==> src/rtl/rijndael_shift_rows_pipe.sv <==
// Pipelined Rijndael ShiftRows / InvShiftRows / bypass for 4, 6 or 8 column states.
// Valid/ready stages carry data, tag and mode; the permutation sits in front of the output stage.
module rijndael_shift_rows_pipe #(
  parameter int NB     = 4,
  parameter int TAG_W  = 4,
  parameter int IN_REG = 0
) (
  input  logic                 clk,
  input  logic                 rst_n,
  input  logic                 in_valid,
  output logic                 in_ready,
  input  logic [1:0]           in_mode,
  input  logic [32*NB-1:0]     in_data,
  input  logic [TAG_W-1:0]     in_tag,
  output logic                 out_valid,
  input  logic                 out_ready,
  output logic [32*NB-1:0]     out_data,
  output logic [TAG_W-1:0]     out_tag,
  output logic [1:0]           out_mode
);

  localparam int W = 32 * NB;
  localparam logic [1:0] MODE_FWD = 2'b00;
  localparam logic [1:0] MODE_INV = 2'b01;

  generate
    if (NB != 4 && NB != 6 && NB != 8) begin : g_bad_nb
      $error("rijndael_shift_rows_pipe: NB must be 4, 6 or 8");
    end
  endgenerate

  // 256-bit Rijndael moves rows 2 and 3 further than the 128/192-bit variants.
  function automatic int row_shift(input int row);
    case (row)
      0:       return 0;
      1:       return 1;
      2:       return (NB == 8) ? 3 : 2;
      default: return (NB == 8) ? 4 : 3;
    endcase
  endfunction

  function automatic logic [W-1:0] shift_rows(input logic [W-1:0] d, input logic [1:0] mode);
    logic [W-1:0] r;
    int           src;
    r = d;
    for (int c = 0; c < NB; c++) begin
      for (int row = 0; row < 4; row++) begin
        if (mode == MODE_FWD) src = (c + row_shift(row)) % NB;
        else                  src = (c + NB - row_shift(row)) % NB;
        if (mode == MODE_FWD || mode == MODE_INV)
          r[W-1-8*(4*c+row) -: 8] = d[W-1-8*(4*src+row) -: 8];
      end
    end
    return r;
  endfunction

  logic             out_stage_ready;
  logic             p_valid;
  logic [W-1:0]     p_data;
  logic [TAG_W-1:0] p_tag;
  logic [1:0]       p_mode;

  assign out_stage_ready = !out_valid || out_ready;

  generate
    if (IN_REG != 0) begin : g_in_reg
      logic             a_valid;
      logic [W-1:0]     a_data;
      logic [TAG_W-1:0] a_tag;
      logic [1:0]       a_mode;

      assign in_ready = !a_valid || out_stage_ready;

      // NOTE: payload registers are reset too, so a mid-stall reset leaves no stale state visible.
      always_ff @(posedge clk or negedge rst_n) begin
        if (!rst_n) begin
          a_valid <= 1'b0;
          a_data  <= '0;
          a_tag   <= '0;
          a_mode  <= '0;
        end else if (in_ready) begin
          a_valid <= in_valid;
          if (in_valid) begin
            a_data <= in_data;
            a_tag  <= in_tag;
            a_mode <= in_mode;
          end
        end
      end

      assign p_valid = a_valid;
      assign p_data  = a_data;
      assign p_tag   = a_tag;
      assign p_mode  = a_mode;
    end else begin : g_no_in_reg
      assign in_ready = out_stage_ready;
      assign p_valid  = in_valid;
      assign p_data   = in_data;
      assign p_tag    = in_tag;
      assign p_mode   = in_mode;
    end
  endgenerate

  // NOTE: state is updated with non-blocking assignments so every stage samples pre-edge values.
  always_ff @(posedge clk or negedge rst_n) begin
    if (!rst_n) begin
      out_valid <= 1'b0;
      out_data  <= '0;
      out_tag   <= '0;
      out_mode  <= '0;
    end else if (out_stage_ready) begin
      out_valid <= p_valid;
      if (p_valid) begin
        out_data <= shift_rows(p_data, p_mode);
        out_tag  <= p_tag;
        out_mode <= p_mode;
      end
    end
  end

endmodule

==> config.mk <==
export PLATFORM = sky130hd
export DESIGN_NAME = rijndael_shift_rows_pipe
export DESIGN_NICKNAME = d
export VERILOG_FILES = /design/src/rtl/rijndael_shift_rows_pipe.sv
export SDC_FILE = /design/constraint.sdc
export NUM_CORES = 1
export LEC_CHECK = 0
export ABC_AREA = 1
export ABC_CLOCK_PERIOD_IN_PS = 2009
export BUFFER_PORTS_ARGS = -buffer_cell sky130_fd_sc_hd__buf_4
export CAP_MARGIN = 25
export CORE_MARGIN = 5
export CORE_UTILIZATION = 53
export DETAILED_ROUTE_END_ITERATION = 7
export PLACE_DENSITY = 0.94
export SLEW_MARGIN = 20
export SYNTH_ARGS = -nofsm -noshare
export SYNTH_HDL_FRONTEND = slang
export SYNTH_SLANG_ARGS = --single-unit
==> constraint.sdc <==
create_clock -name clk -period 2.01 [get_ports clk]
set_input_delay 0.3015 -clock clk [delete_from_list [all_inputs] [get_ports clk]]
set_output_delay 0.3015 -clock clk [all_outputs]
set_load 0.005 [all_outputs]
# ---- Yosys cells after proc, flatten, opt, wreduce, memory -nomap -nowiden
# Cells that the tools add are included.
dict set report op_classes {
  div 0
  n_eq_ne 1
  magnitude_cmp 0
  mul 0
  addsub 56
  bitwise_logic 32
  mux 88
  shifts 16
  n_reduce_logical 37
}
# cell count
set op_table {}
lappend op_table {{135-bit by 32-bit variable part select with 8-bit output} 16}
lappend op_table {{27-bit two-way mux} 48}
lappend op_table {{32-bit two-way mux} 24}
lappend op_table {{4-bit by 32-bit subtractor with 32-bit output (first input constant)} 16}
lappend op_table {{8-bit by 32-bit subtractor with 32-bit output (first input constant)} 16}
lappend op_table {{3-bit by 32-bit adder with 32-bit output (first input constant)} 8}
lappend op_table {{29-bit by 3-bit adder with 29-bit output (second input constant)} 8}
lappend op_table {{2-bit by 32-bit adder with 32-bit output (first input constant)} 4}
lappend op_table {{8-bit two-way mux} 16}
lappend op_table {{29-bit by 2-bit adder with 29-bit output (second input constant)} 4}
lappend op_table {{2-bit OR reduction} 32}
lappend op_table {{1-bit AND} 32}
lappend op_table {{2-bit by 1-bit equality test with 1-bit output (second input constant)} 1}
lappend op_table {{2-bit logical NOT} 1}
lappend op_table {{1-bit logical OR} 2}
lappend op_table {{2-bit AND reduction} 1}
lappend op_table {{1-bit logical NOT} 1}
dict set report totals {
  n_memories 0
  rom_bits 0
  output_inout_bits 136
  ff_bits 135
  mem_bits_rw 0
  word_cells 234
  in_bits 138
  latch_bits 0
}

# ---- Longest topological paths before layout
dict set report logic_depth {
  ltp_word 14
  mapped_depth 8
  mapped_depth_nobuf 6
}

# ---- Worst setup path before layout
# No wires, ideal clock.
dict set report synth_timing {
  kind {reg2reg}
  startpoint {register out_valid}
  endpoint {register out_data[23]}
  slack_ns 0.921
  path_stages_with_launch 7
  t_arrival_ns 0.972
  path_buffers 2
  synth_period_minus_slack_ns 1.089
  path_cell_list {dfrtp_1 nand2_2 nand2_2 buf_4 buf_2 nand2_1 nand2_1}
}
dict set report synth_between {
  elab_chain_cells 3
}
# element line_no
set synth_rtl {}
lappend synth_rtl {{start: declaration} 15} ;# output logic out_valid,
lappend synth_rtl {{start signal: assignment} 112} ;# out_valid <= p_valid;
lappend synth_rtl {{1-bit logical NOT} 63} ;# assign out_stage_ready = !out_valid || out_ready;
lappend synth_rtl {{1-bit logical OR} 63}
lappend synth_rtl {{via in_ready} 11} ;# output logic in_ready,
lappend synth_rtl {{2-bit AND reduction (no source line)} --}
lappend synth_rtl {{end signal: assignment} 114} ;# out_data <= shift_rows(p_data, p_mode);
lappend synth_rtl {{end: declaration} 17} ;# output logic [32*NB-1:0] out_data,
# The timed path passes the listed nets, and every way through them passes these cells.
# A chain may end at the register's enable or synchronous reset.

# ---- Worst setup path in the final report
dict set report layout_timing {
  startpoint {register out_valid}
  endpoint {register out_data[63]}
}
dict set report layout_between {
  elab_chain_cells 3
}
# element line_no
set layout_rtl {}
lappend layout_rtl {{1-bit logical NOT} 63}
lappend layout_rtl {{1-bit logical OR} 63}
lappend layout_rtl {{2-bit AND reduction (no source line)} --}
# Every way passes these cells.

==> out/metrics.cfg <==
[yosys]
synth_top_family_by_area=simple AND/OR/NAND/NOR gates
ys_ff_latch=135
ys_seq_area_share_pct=48.1
synth_cells=1022
avgSynthCellArea_um2=6.87
synth-simple-area-share_pct=44.9
synth_compound_area_share_pct=0.143
syn_area_um2=7020
synth_nets=1160
ys_types=14
post_synth_mux_area_share_pct=0
synth_fa_ha_area_share_pct=0
yosysWarnings=0
synthXorXnorAreaFrac_pct=0

[floorplan]
io_pins=274
die_area_um2=15600
rows=42
core_area_um2=13100
start_util_pct=53.4
die_w_um=125
die_h_um=125

[critical_path]
ff2ff_path_depth=6
crit_chain=nand2_2 -> nand2_8 -> inv_2 -> buf_12 -> nand2_1 -> nand2_1
cp.required_ns=2.36
critPathMaxFanout=54
path_class=reg2reg
rr_startpoint=out_valid
crit_path_start_kind=register
critPathArrivalTime_ns=1.82
crit_buf_inv=2
r2r_end=out_data[63]
end_kind=register
cp_common_cell=nand2_1
crit_family=buffers and inverters
cp-startpoint=out_valid
r2r_slack_ns=0.54
critPathMaxStageDelay_ns=0.42
slowest_stage=dfrtp_1

[clock_tree]
clkTransAtPathRegs_ns=0.07
numCtsBuffers=17
cts_tree=done
cts.sinks=135
cts_buffer_depth=2
h-tree-depth=4
clockRootBuffer=clkbuf_16
worstSkewPairLatency_ns=0.41

[detailed_routing]
wl_per_cell_um=15.0
routed_wl_um=21700
antenna_left=0
drt_pass1_iterations=5
route.detailed.drc=0
first_iter_violations=781
routed_via_density=5.07
via_count=7371

[sta]
finalCriticalPeriod_ns=1.47
maxSlewViolCount=0
finalCritPeriodShare_pct=73.1
clock_skew_ns=0.0116
max_slew_margin_pct=71.1
setup_viol=0
hold_viol=0
worst_pin_slew_ns=0.434
hold_slack_ns=0.0728
fin_tns_setup_ns=0
rsz0062_at_grt=no
max_freq_mhz=681

[place]
gp_congestion=0.848
port_buffers=273
dp_hpwl_um=15600
place_area_um2=9020

[cells_and_area]
nets=1401
final.fill_count=1009
design_area_um2=9640
mostFrequentLayoutCells=623 x nand2_1, 277 x buf_4, 135 x dfrtp_1
area_growth_pct=37.4
final_common_cell=nand2_1
layout-drive-gt1-share_pct=25.3

[pwr]
peakVddDrop_mv=0.576
p_per_area_nw_per_um2=884
cellLeakagePower_nw=5.54
finalPower_mw=8.52

[run_status]
status=complete, no violations

[hold_path]
hp-start=in_tag[0]
min_to=out_tag[0]
whs_path_depth=3
hold_class=in2reg

[global_routing]
grt_antenna_before_repair=1
grt_max_degree=79
gr-usage-all-layers_pct=27.6
grt.overflow.total=0
grt_pass1_wl_um=35000
grt_pass1_vias=7135

[flow_run]
drv_cap=0

-- cells in the mapped netlist --
cell type / instances / area, µm²
dfrtp_1: 135 / 3380
inv_1: 1 / 3.75
inv_2: 2 / 7.51
clkbuf_1: 4 / 15.0
buf_6: 17 / 191
buf_2: 31 / 155
buf_4: 11 / 82.6
nor2_1: 128 / 480
nand2_1: 623 / 2340
o21ai_0: 2 / 10.0
nand3_1: 64 / 320
inv_4: 1 / 6.26
nand2_2: 2 / 12.5
buf_8: 1 / 15.0
-- worst max-delay path by stage --
stage | endpoint | depth (start not counted) | slack, ns
after floorplan | out_data[23] | 6 | 0.92
after global placement | out_data[0] | 6 | 0.53
after detailed placement | out_data[108] | 7 | 0.49
after CTS | out_data[63] | 6 | 0.54
after global routing | out_data[29] | 6 | 0.44
final | out_data[63] | 6 | 0.54
-- registers in the layout, summed over array words and instances (netlist names) --
name	cells
out_valid	1
out_data	128
out_tag	4
out_mode	2
-- tightest hold or removal path: cells and delay by family --
| kind | cells | cell delay, ns |
|---|---|---|
| buffers and inverters | 1 | 0.07 |
| and+or+nand+nor | 2 | 0.08 |
-- routing by layer --
layer  GRT usage [%]  part of all wire, %  up-vias
met5               0                    0        -
met4            13.6                  4.9        0
met3            8.14                  9.9       66
met2            47.0                   48      350
met1            31.7                   37     3381
li1                -                    -     3574
-- final cells by class --
| cell class | count | area (µm²) | area share (%) |
|---|---|---|---|
| Timing Repair Buffer | 286 | 2240 | 23.2 |
| Clock buffer | 17 | 425 | 4.41 |
| Tap cell | 176 | 220 | 2.28 |
| Clock inverter | 15 | 181 | 1.88 |
| Inverter | 4 | 17.5 | 0.182 |
| Antenna cell | 1 | 2.50 | 0.0260 |
| Sequential cell | 135 | 3380 | 35.0 |
| Multi-Input combinational cell | 819 | 3180 | 32.9 |
-- metrics by stage --
| step | setup WS (ns) | cells | utilization (%) |
|---|---|---|---|
| 2_1_floorplan | 0.921 | 1022 | - |
| 4_1_cts | 0.543 | 1452 | 73.4 |
| 3_3_place_gp | 0.534 | 1419 | 68.7 |
| 5_1_grt | 0.437 | 1453 | 73.4 |
| 3_5_place_dp | 0.491 | 1419 | 68.7 |
| 6_report | 0.541 | 1453 | 73.4 |
-- what timing repair did --
action / in CTS / in global routing
hold buffers: 1 / 0
setup buffers: 0 / 0
resized for setup: 0 / 0
hold endpoints to repair: 40 / 0
setup endpoints to repair: 0 / 0
-- power by group --
part / switching, mW / total (mW) / leakage (nW) / internal [mW]
sequential: 0.252 / 3.38 / 1.65 / 3.13
clock: 1.38 / 3.18 / 0.296 / 1.79
combinational: 0.985 / 1.97 / 3.59 / 0.984
-- logic make-up (layout without fill, tap and decap cells) --
kind of cell / count (synthesis) / in the layout
compound gates: 2 / 2
buf+inv: 68 / 322
flops: 135 / 135
other cells: 0 / 1
simple gates: 817 / 817
No activity file was read; power rests on OpenSTA's default activity.
